File: src/rtl/pipelined_addsub.sv
// Pipelined WIDTH-bit adder/subtractor. The carry chain is cut into STAGES slices,
// and each register stage resolves one slice. One global advance signal moves the whole pipe.
module pipelined_addsub #(
  parameter int WIDTH  = 64,
  parameter int STAGES = 4
) (
  input  logic             clock,
  input  logic             reset_n,
  input  logic             in_valid,
  output logic             in_ready,
  input  logic [WIDTH-1:0] a,
  input  logic [WIDTH-1:0] b,
  input  logic             cin,
  input  logic             sub,
  output logic             out_valid,
  input  logic             out_ready,
  output logic [WIDTH-1:0] out,
  output logic             cout,
  output logic             overflow,
  output logic             zero
);

  localparam int SLICE = WIDTH / STAGES;

  // Handshake: a transfer happens on a rising edge where valid and ready are both 1.
  // valid must not depend on ready. in_ready is the pipe's advance signal.
  logic             advance;
  logic             out_valid_q, out_valid_d;
  logic [WIDTH-1:0] out_q, out_d;
  logic             cout_q, cout_d;
  logic             overflow_q, overflow_d;
  logic             zero_q, zero_d;

  assign advance   = !out_valid_q || out_ready;
  assign in_ready  = advance;
  assign out_valid = out_valid_q;
  assign out       = out_q;
  assign cout      = cout_q;
  assign overflow  = overflow_q;
  assign zero      = zero_q;

  genvar k;
  generate
    for (k = 0; k < STAGES; k++) begin : g_stage
      localparam int LO  = k * SLICE;
      localparam int REM = WIDTH - LO;

      // a_rem/b_rem hold the operand bits that are not yet summed.
      // Their low SLICE bits are the slice this stage resolves.
      logic [REM-1:0]      a_rem, b_rem;
      logic                c_in, v_in;
      logic [SLICE:0]      slice_sum;
      logic [LO+SLICE-1:0] res_new;

      if (k == 0) begin : g_src
        assign a_rem   = a;
        assign b_rem   = b ^ {WIDTH{sub}};
        assign c_in    = cin ^ sub;
        assign v_in    = in_valid && advance;
        assign res_new = slice_sum[SLICE-1:0];
      end else begin : g_src
        assign a_rem   = g_stage[k-1].g_mid.a_q;
        assign b_rem   = g_stage[k-1].g_mid.b_q;
        assign c_in    = g_stage[k-1].g_mid.c_q;
        assign v_in    = g_stage[k-1].g_mid.v_q;
        assign res_new = {slice_sum[SLICE-1:0], g_stage[k-1].g_mid.r_q};
      end

      assign slice_sum = {1'b0, a_rem[SLICE-1:0]} + {1'b0, b_rem[SLICE-1:0]}
                       + {{SLICE{1'b0}}, c_in};

      if (k < STAGES - 1) begin : g_mid
        localparam int NREM = REM - SLICE;

        logic [NREM-1:0]     a_q, a_d, b_q, b_d;
        logic [LO+SLICE-1:0] r_q, r_d;
        logic                c_q, c_d, v_q, v_d;

        always_comb begin
          a_d = a_q;
          b_d = b_q;
          r_d = r_q;
          c_d = c_q;
          v_d = v_q;
          if (advance) begin
            v_d = v_in;
            if (v_in) begin
              a_d = a_rem[REM-1:SLICE];
              b_d = b_rem[REM-1:SLICE];
              r_d = res_new;
              c_d = slice_sum[SLICE];
            end
          end
        end

        always_ff @(posedge clock or negedge reset_n) begin
          if (!reset_n) begin
            a_q <= '0;
            b_q <= '0;
            r_q <= '0;
            c_q <= 1'b0;
            v_q <= 1'b0;
          end else begin
            a_q <= a_d;
            b_q <= b_d;
            r_q <= r_d;
            c_q <= c_d;
            v_q <= v_d;
          end
        end
      end else begin : g_last
        logic msb_carry_in;

        // The carry into the MSB is recovered from the MSB sum bit.
        assign msb_carry_in = a_rem[SLICE-1] ^ b_rem[SLICE-1] ^ slice_sum[SLICE-1];

        // Result and flags only load on a valid entry, so a bubble leaves them unchanged.
        always_comb begin
          out_valid_d = out_valid_q;
          out_d       = out_q;
          cout_d      = cout_q;
          overflow_d  = overflow_q;
          zero_d      = zero_q;
          if (advance) begin
            out_valid_d = v_in;
            if (v_in) begin
              out_d      = res_new;
              cout_d     = slice_sum[SLICE];
              overflow_d = msb_carry_in ^ slice_sum[SLICE];
              zero_d     = (res_new == '0);
            end
          end
        end

        always_ff @(posedge clock or negedge reset_n) begin
          if (!reset_n) begin
            out_valid_q <= 1'b0;
            out_q       <= '0;
            cout_q      <= 1'b0;
            overflow_q  <= 1'b0;
            zero_q      <= 1'b0;
          end else begin
            out_valid_q <= out_valid_d;
            out_q       <= out_d;
            cout_q      <= cout_d;
            overflow_q  <= overflow_d;
            zero_q      <= zero_d;
          end
        end
      end
    end
  endgenerate

endmodule

File: config.mk
export PLATFORM = sky130hd
export DESIGN_NAME = pipelined_addsub
export DESIGN_NICKNAME = d
export VERILOG_FILES = /design/src/rtl/pipelined_addsub.sv
export SDC_FILE = /design/constraint.sdc
export NUM_CORES = 1
export LEC_CHECK = 0
export CAP_MARGIN = 40
export CORE_MARGIN = 3
export CORE_UTILIZATION = 60
export CTS_CLUSTER_DIAMETER = 60
export CTS_CLUSTER_SIZE = 24
export DETAILED_ROUTE_END_ITERATION = 12
export DONT_BUFFER_PORTS = 1
export GPL_ROUTABILITY_DRIVEN = 0
export PLACE_DENSITY = 0.8
export SLEW_MARGIN = 10
export SYNTH_ARGS = -nofsm -noshare
export SYNTH_HDL_FRONTEND = slang
export SYNTH_SLANG_ARGS = --single-unit
File: constraint.sdc
create_clock -name clock -period 7.5 [get_ports clock]
set_clock_uncertainty 0.05 [all_clocks]
set_input_delay 0.75 -clock clock [delete_from_list [all_inputs] [get_ports clock]]
set_output_delay 0.75 -clock clock [all_outputs]
set_load 0.03 [all_outputs]
==> results_dict.tcl, run 1 <==
set metrics [dict create \
    h-tree-depth 1 \
    synthDominantCellAreaShare_pct 54.73 \
    rsz0062_at_grt "no" \
    dp_hpwl_um 22150 \
    average_footprint_of_a_synthesized_cell_um2 12.18 \
    rows 60 \
    ant_nets 0 \
    post_synth_net_total 1561 \
    placement.io_buffers 0 \
    path_cells "inv_1 > fa_1 > inv_1 > fa_1 > a21o_1 > a21o_1 > a21oi_1 > nor3_1 > o31ai_1 > o21ai_0 > a31oi_1 > o21ai_0" \
    hp-class "input port to async pin" \
    yosys_register_bits 362 \
    io_pins 203 \
    finalCriticalPeriod_ns 3.100 \
    timing.reg2reg.setup_slack_ns 4.40 \
    postSynth.asyncResetShare_pct 100.0 \
    via_count_of_the_first_global_routing_pass 10187 \
    ys_warn_count 0 \
    critPathLaunchType "register" \
    cts-root-buf "clkbuf_16" \
    critical_path.slowest_cell "fa_1" \
    first_pass_iters 4 \
    report.final.hold_viol_count 263 \
    synthesis.instances 1359 \
    rr_startpoint "g_stage[1].g_mid.b_q[0]" \
    worst_slew_margin_rel_pct 48.28 \
    outcome "finished, violations left" \
    grt_start_max_net_pins 363 \
    fin_nets 1538 \
    worst-endpoint-arrival_ns 3.46 \
    clk-insertion-delay-late_ns 0.56 \
    cts_sinks 362 \
    drt_drc_violations_left 0 \
    synth.top_cells.by_area "dfrtp_1 55%, mux2_2 16%, ha_1 4.5%" \
    grt-ovfl-total 0 \
    worstPathRequired_ns 7.86 \
    reg2reg_to "g_stage[2].g_mid.c_q" \
    fp.dieH_um 172.1 \
    cts_made_buffers 27 \
    detail_route.iter0.violations 564 \
    fmax_ghz 0.3225 \
    synthMostInstantiatedCell "dfrtp_1" \
    global_route_wire_length_before_repair_um 51650 \
    setup-tns-final_ns 0 \
    yosysSeqAreaShare_pct 54.73 \
    timing_worst_setup_path_type "register to register" \
    detail_route.wl_per_cell_um 19.10 \
    final_max_slew_viol_count 0 \
    globalRouteTotalUtil_pct 21.60 \
    layout-drive-gt1-share_pct 22.95 \
    critical_path.max_fanout 3 \
    fin_crit_sh_pct 41.34 \
    core_footprint_mm2 0.02703 \
    hold-worst-slack_ns -0.1660 \
    num-fill-cells 1990 \
    power_uw 8319 \
    post_cts_resize_count 0 \
    clk_path_buf_depth 3 \
    synth_area_leader_cell "dfrtp_1" \
    initial_utilization_pct 61.24 \
    synth-edff-count 0 \
    route.final.wire_length_um 32410 \
    area_growth_pct 7.756 \
    tritoncts_clock_tree "built" \
    max_slew.worst_pin.slew_ns 0.7759 \
    worst_ir_drop_vdd_mv 0.3507 \
    synthFlopType "dfrtp_1" \
    grt_antenna_before_repair 1 \
    setup.worst_path.end_class "register" \
    rr_worst_depth 12 \
    cap_violations 0 \
    netlist_top_cells_count "362 x dfrtp_1, 242 x mux2_2, 134 x nand2_1" \
    max_stage_delay_ns 0.46 \
    vias 9927 \
    postCtsSetupBuffers 0 \
    cts.clk_slew.worst_paths_ns 0.09 \
    leakage_uw 0.007903 \
    fp.dieArea_mm2 0.02961 \
    violations "hold timing" \
    power_per_cell_area_mw_per_mm2 466.4 \
    finalSetupViolations 0 \
    synth_cell_types 57 \
    die_width_um 172.1 \
    via_density_per_instance 5.850 \
    mappedNetlistArea_mm2 0.01655 \
]
state kept, by name, summed over array words and instances, names as in the netlist:
signal	flops
g_stage.g_mid.a_q	96
g_stage.g_mid.v_q	3
out	64
cout	1
out_valid	1
overflow	1
g_stage.g_mid.b_q	96
zero	1
g_stage.g_mid.r_q	96
g_stage.g_mid.c_q	3
metrics by stage:
stage          utilization (%)  std cells  setup slack [ns]  area (um^2)
2_1_floorplan                -       1359             3.651        16550
3_3_place_gp             62.18       1644             4.213        16800
3_5_place_dp             62.50       1648             4.213        16890
4_1_cts                  65.98       1696             4.361        17830
5_1_grt                  65.99       1697             4.163        17830
6_report                 65.99       1697             4.400        17830
cell families (layout without fill, tap and decap cells):
kind of cell	after synthesis	count (layout)	share of synthesized area, %
AOI/OAI and AO/OA	231	231	8.210
xor gates and xnor gates	109	109	5.768
adders and majority gates	68	68	5.503
buffers and inverters	87	83	2.011
DFF	362	362	54.73
muxes	244	244	16.59
other	0	1	0
and+or+nand+nor	258	258	7.189
routing by layer:
layer,up-vias,wire length (um),global-route usage (%)
li1,4741,-,-
met1,4921,13770,28.07
met2,200,16020,37.29
met3,65,1635,4.298
met4,0,981,6.005
met5,-,0,0
cell usage in the layout (no fill, tap or decap), types with 5 or more instances in the layout:
master / instances
o31ai_1: 7
mux2_2: 242
fa_1: 8
a21o_1: 9
nor4_1: 16
nand3_1: 11
nand4_1: 6
inv_1: 28
or3_1: 11
clkbuf_16: 27
dfrtp_1: 362
nor2_1: 30
o211ai_1: 5
a21oi_1: 32
nor3_1: 15
a31oi_1: 7
inv_8: 5
ha_1: 60
and3_1: 5
o21a_1: 9
xnor2_1: 65
nand2_1: 130
o21ai_0: 125
xor2_1: 44
nand2b_1: 7
critical path: cells and delay by family (launching register included):
family | cells | cell delay [ns]
AOI/OAI and AO/OA | 7 | 1.60
buffers and inverters | 2 | 0.16
and+or+nand+nor | 1 | 0.11
DFF | 1 | 0.37
adders and majority gates | 2 | 0.66
cell type report:
cell class                 instances  area, um^2  area share [%]
sequential                       362        9059           50.79
multi-input combinational        910        7192           40.33
antenna                            1       2.502         0.01403
tap                              341       426.7           2.392
clock inverter                    18       244.0           1.368
timing repair buffer               7       108.9          0.6104
clock buffer                      30       696.9           3.908
inverter                          28       105.1          0.5893
where the power goes:
| group | switching [uW] | internal (uW) |
|---|---|---|
| Sequential | 943 | 2820 |
| Combinational | 1500 | 1540 |
| Clock | 791 | 732 |
| Total | 3230 | 5090 |
worst max-delay path by stage:
stage,start,endpoint,cells past startpoint
after CTS,g_stage[1].g_mid.b_q[0],g_stage[2].g_mid.c_q,12
after floorplan,sub,g_stage[0].g_mid.r_q[14],13
after detailed placement,sub,g_stage[0].g_mid.c_q,11
after global placement,out_ready,g_stage[0].g_mid.r_q[14],5
final,g_stage[1].g_mid.b_q[0],g_stage[2].g_mid.c_q,12
after global routing,g_stage[1].g_mid.a_q[0],g_stage[2].g_mid.c_q,12
Note: power is estimated with default switching activity, not from simulation.
==> run 2: changes to the inputs <==
- CORE_UTILIZATION: 60 -> 58
- clock period: 7.5 -> 2.8 ns (I/O delays scaled with it)
==> run 2 against run 1 <==
Net effect: the run ends with hold timing, setup timing left; sequential cell count did not move; wire length rose by 13%; total power rose to 2.8 times the previous value; clock-buffer cell count fell by 1; sequential share of layout area fell by 4.6 points; non-clock buffer count rose by 158; highest routed layer unchanged.
==> results_dict.tcl, run 2 (synthesized netlist as in run 1, its figures left out) <==
set metrics [dict create \
    grt_start_max_net_pins 363 \
    max_stage_delay_ns 0.45 \
    fmax_ghz 0.3550 \
    final-seq-area_mm2 0.009059 \
    via_count_of_the_first_global_routing_pass 11401 \
    hp-class "input port to async pin" \
    global_route_wire_length_before_repair_um 59620 \
    detail_route.iter0.violations 699 \
    finalCriticalPeriod_ns 2.817 \
    worst_ir_drop_vdd_mv 0.8173 \
    max_slew.worst_pin.slew_ns 0.7543 \
    total_switching_power_uw 9128 \
    leakage_uw 0.008622 \
    drt_drc_violations_left 0 \
    tritoncts_clock_tree "built" \
    cts-root-buf "clkbuf_16" \
    layout.cells.most_common "dfrtp_1" \
    critical_path.max_fanout 3 \
    via_density_per_instance 5.692 \
    critPathLaunchType "register" \
    worst-path-buf-inv 0 \
    worst-endpoint-arrival_ns 3.25 \
    fin_crit_sh_pct 100.6 \
    setup.worst_path.end_class "register" \
    cap_violations 0 \
    cts_sinks 362 \
    cell_internal_pwr_uw 14180 \
    path_cells "fa_2 > fa_2 > a21oi_2 > o22ai_2 > o21ai_2 > o21ai_2 > o31ai_2 > xor2_1 > nand4_1 > o21ai_1" \
    grt_antenna_before_repair 0 \
    timing.reg2reg.setup_slack_ns -0.02 \
    route.final.wire_length_um 36600 \
    layout-drive-gt1-share_pct 23.55 \
    dp_hpwl_um 22960 \
    clk-insertion-delay-late_ns 0.56 \
    hold-worst-slack_ns -0.6258 \
    ant_nets 0 \
    violations "hold timing, setup timing" \
    dpl_cell_area_mm2 0.01701 \
    final_cell_area_mm2 0.01962 \
    final_critical_path_setup_slack_ns -0.01709 \
    cts_made_buffers 28 \
    critical_path.slowest_cell "fa_2" \
    fp.dieArea_mm2 0.03060 \
    antennaDiodeCount 0 \
    vias 10781 \
    fp.dieH_um 174.9 \
    die_width_um 174.9 \
    fin_nets 1697 \
    placement.io_buffers 0 \
    io_pins 203 \
    most-common-layout-cells "362 x dfrtp_1, 242 x mux2_2, 144 x dlygate4sd3_1" \
    h-tree-depth 1 \
    p_seq_share_pct 43.5 \
    worstPathRequired_ns 3.23 \
    worst_path_dominant_cell_family "compound AO/OA/AOI/OAI gates" \
    outcome "finished, violations left" \
    area_growth_pct 18.51 \
    num-fill-cells 1867 \
    grt-ovfl-total 0 \
    final_max_slew_viol_count 0 \
    multi_input_comb_area_mm2 0.007291 \
    worst_slew_margin_rel_pct 49.71 \
    finalSetupViolations 1 \
    cts.clk_slew.worst_paths_ns 0.08 \
    first_pass_iters 5 \
    globalRouteTotalUtil_pct 24.00 \
    initial_utilization_pct 59.25 \
    power_frac_comb_pct 38.2 \
    core_footprint_mm2 0.02793 \
    report.final.hold_viol_count 362 \
    timing_worst_setup_path_type "register to register" \
    rsz0062_at_grt "yes" \
    sw_ratio_pct 39.16 \
    rows 61 \
    power.clock.fraction_pct 18.3 \
    clk_path_buf_depth 3 \
    holdBufCountCts 144 \
    power_per_cell_area_mw_per_mm2 1188 \
    largestRegisters "g_stage.g_mid.a_q (96), g_stage.g_mid.b_q (96), g_stage.g_mid.r_q (96)" \
    detail_route.wl_per_cell_um 19.33 \
]
## run 2: changes by cell type in the layout (fill, tap and decap cells not counted), moves of 4 or more
cell and change:
buf_12 +5, buf_4 +12, clkinv_8 +4, dlygate4sd3_1 +144, fa_1 -8, fa_2 +8, inv_1 -5, inv_2 +5
o21ai_0 -4
## run 2: area by class of cell
type	count	share of cell area [%]
Sequential cell	362	46.18
Timing Repair Buffer	165	8.535
Tap cell	378	2.411
Clock buffer	29	3.700
Clock inverter	22	1.467
Inverter	28	0.5358
Multi-Input combinational cell	910	37.17
## run 2: path summary, 6_finish.rpt
| path | start | endpoint | cells after the start |
|---|---|---|---|
| min reg2reg | g_stage[0].g_mid.r_q[7] | g_stage[0].g_mid.r_q[7] | 2 |
| min | reset_n | out[55] | 0 |
| max reg2reg | g_stage[2].g_mid.b_q[0] | zero | 10 |
| min in group clock | a[15] | g_stage[0].g_mid.r_q[15] | 3 |
| max in group asynchronous | reset_n | g_stage[1].g_mid.b_q[10] | 0 |
| max | g_stage[2].g_mid.b_q[0] | zero | 10 |
## run 2: repair_timing
item                       in CTS  in global routing
pin swaps                       1                 23
gates resized for setup         2                 27
setup endpoints to repair       5                 11
buffers inserted                1                  7
hold endpoints to repair      458                362
## run 2: stage by stage
step	cells	worst slack [ns]	TNS (ns)	power, uW	util (%)
6_report	1894	-0.01709	-0.01709	23310	70.22
5_1_grt	1894	-0.1154	-0.3326	24870	70.22
2_1_floorplan	1359	0.03184	0	16230	-
4_1_cts	1887	-0.01482	-0.01482	23010	69.75
3_5_place_dp	1691	-0.1014	-0.2324	18450	60.90
3_3_place_gp	1691	-0.02646	-0.02646	17960	60.90
## run 2: routing by layer
| layer | wire [um] | share of wire [%] | GRT usage, % |
|---|---|---|---|
| met5 | 0 | 0 | 0 |
| met4 | 1075 | 2.9 | 6.582 |
| met3 | 1488 | 4.1 | 3.846 |
| met2 | 19480 | 53 | 43.95 |
| met1 | 14560 | 40 | 29.52 |
## run 2: power groups by stage
stage / combinational, uW / clock (uW) / sequential [uW]
2_1_floorplan: 6740 / 0 / 9490
3_3_place_gp: 7860 / 0 / 10100
3_5_place_dp: 8230 / 0 / 10200
4_1_cts: 8520 / 4360 / 10100
5_1_grt: 9880 / 4580 / 10400
6_report: 8910 / 4260 / 10100
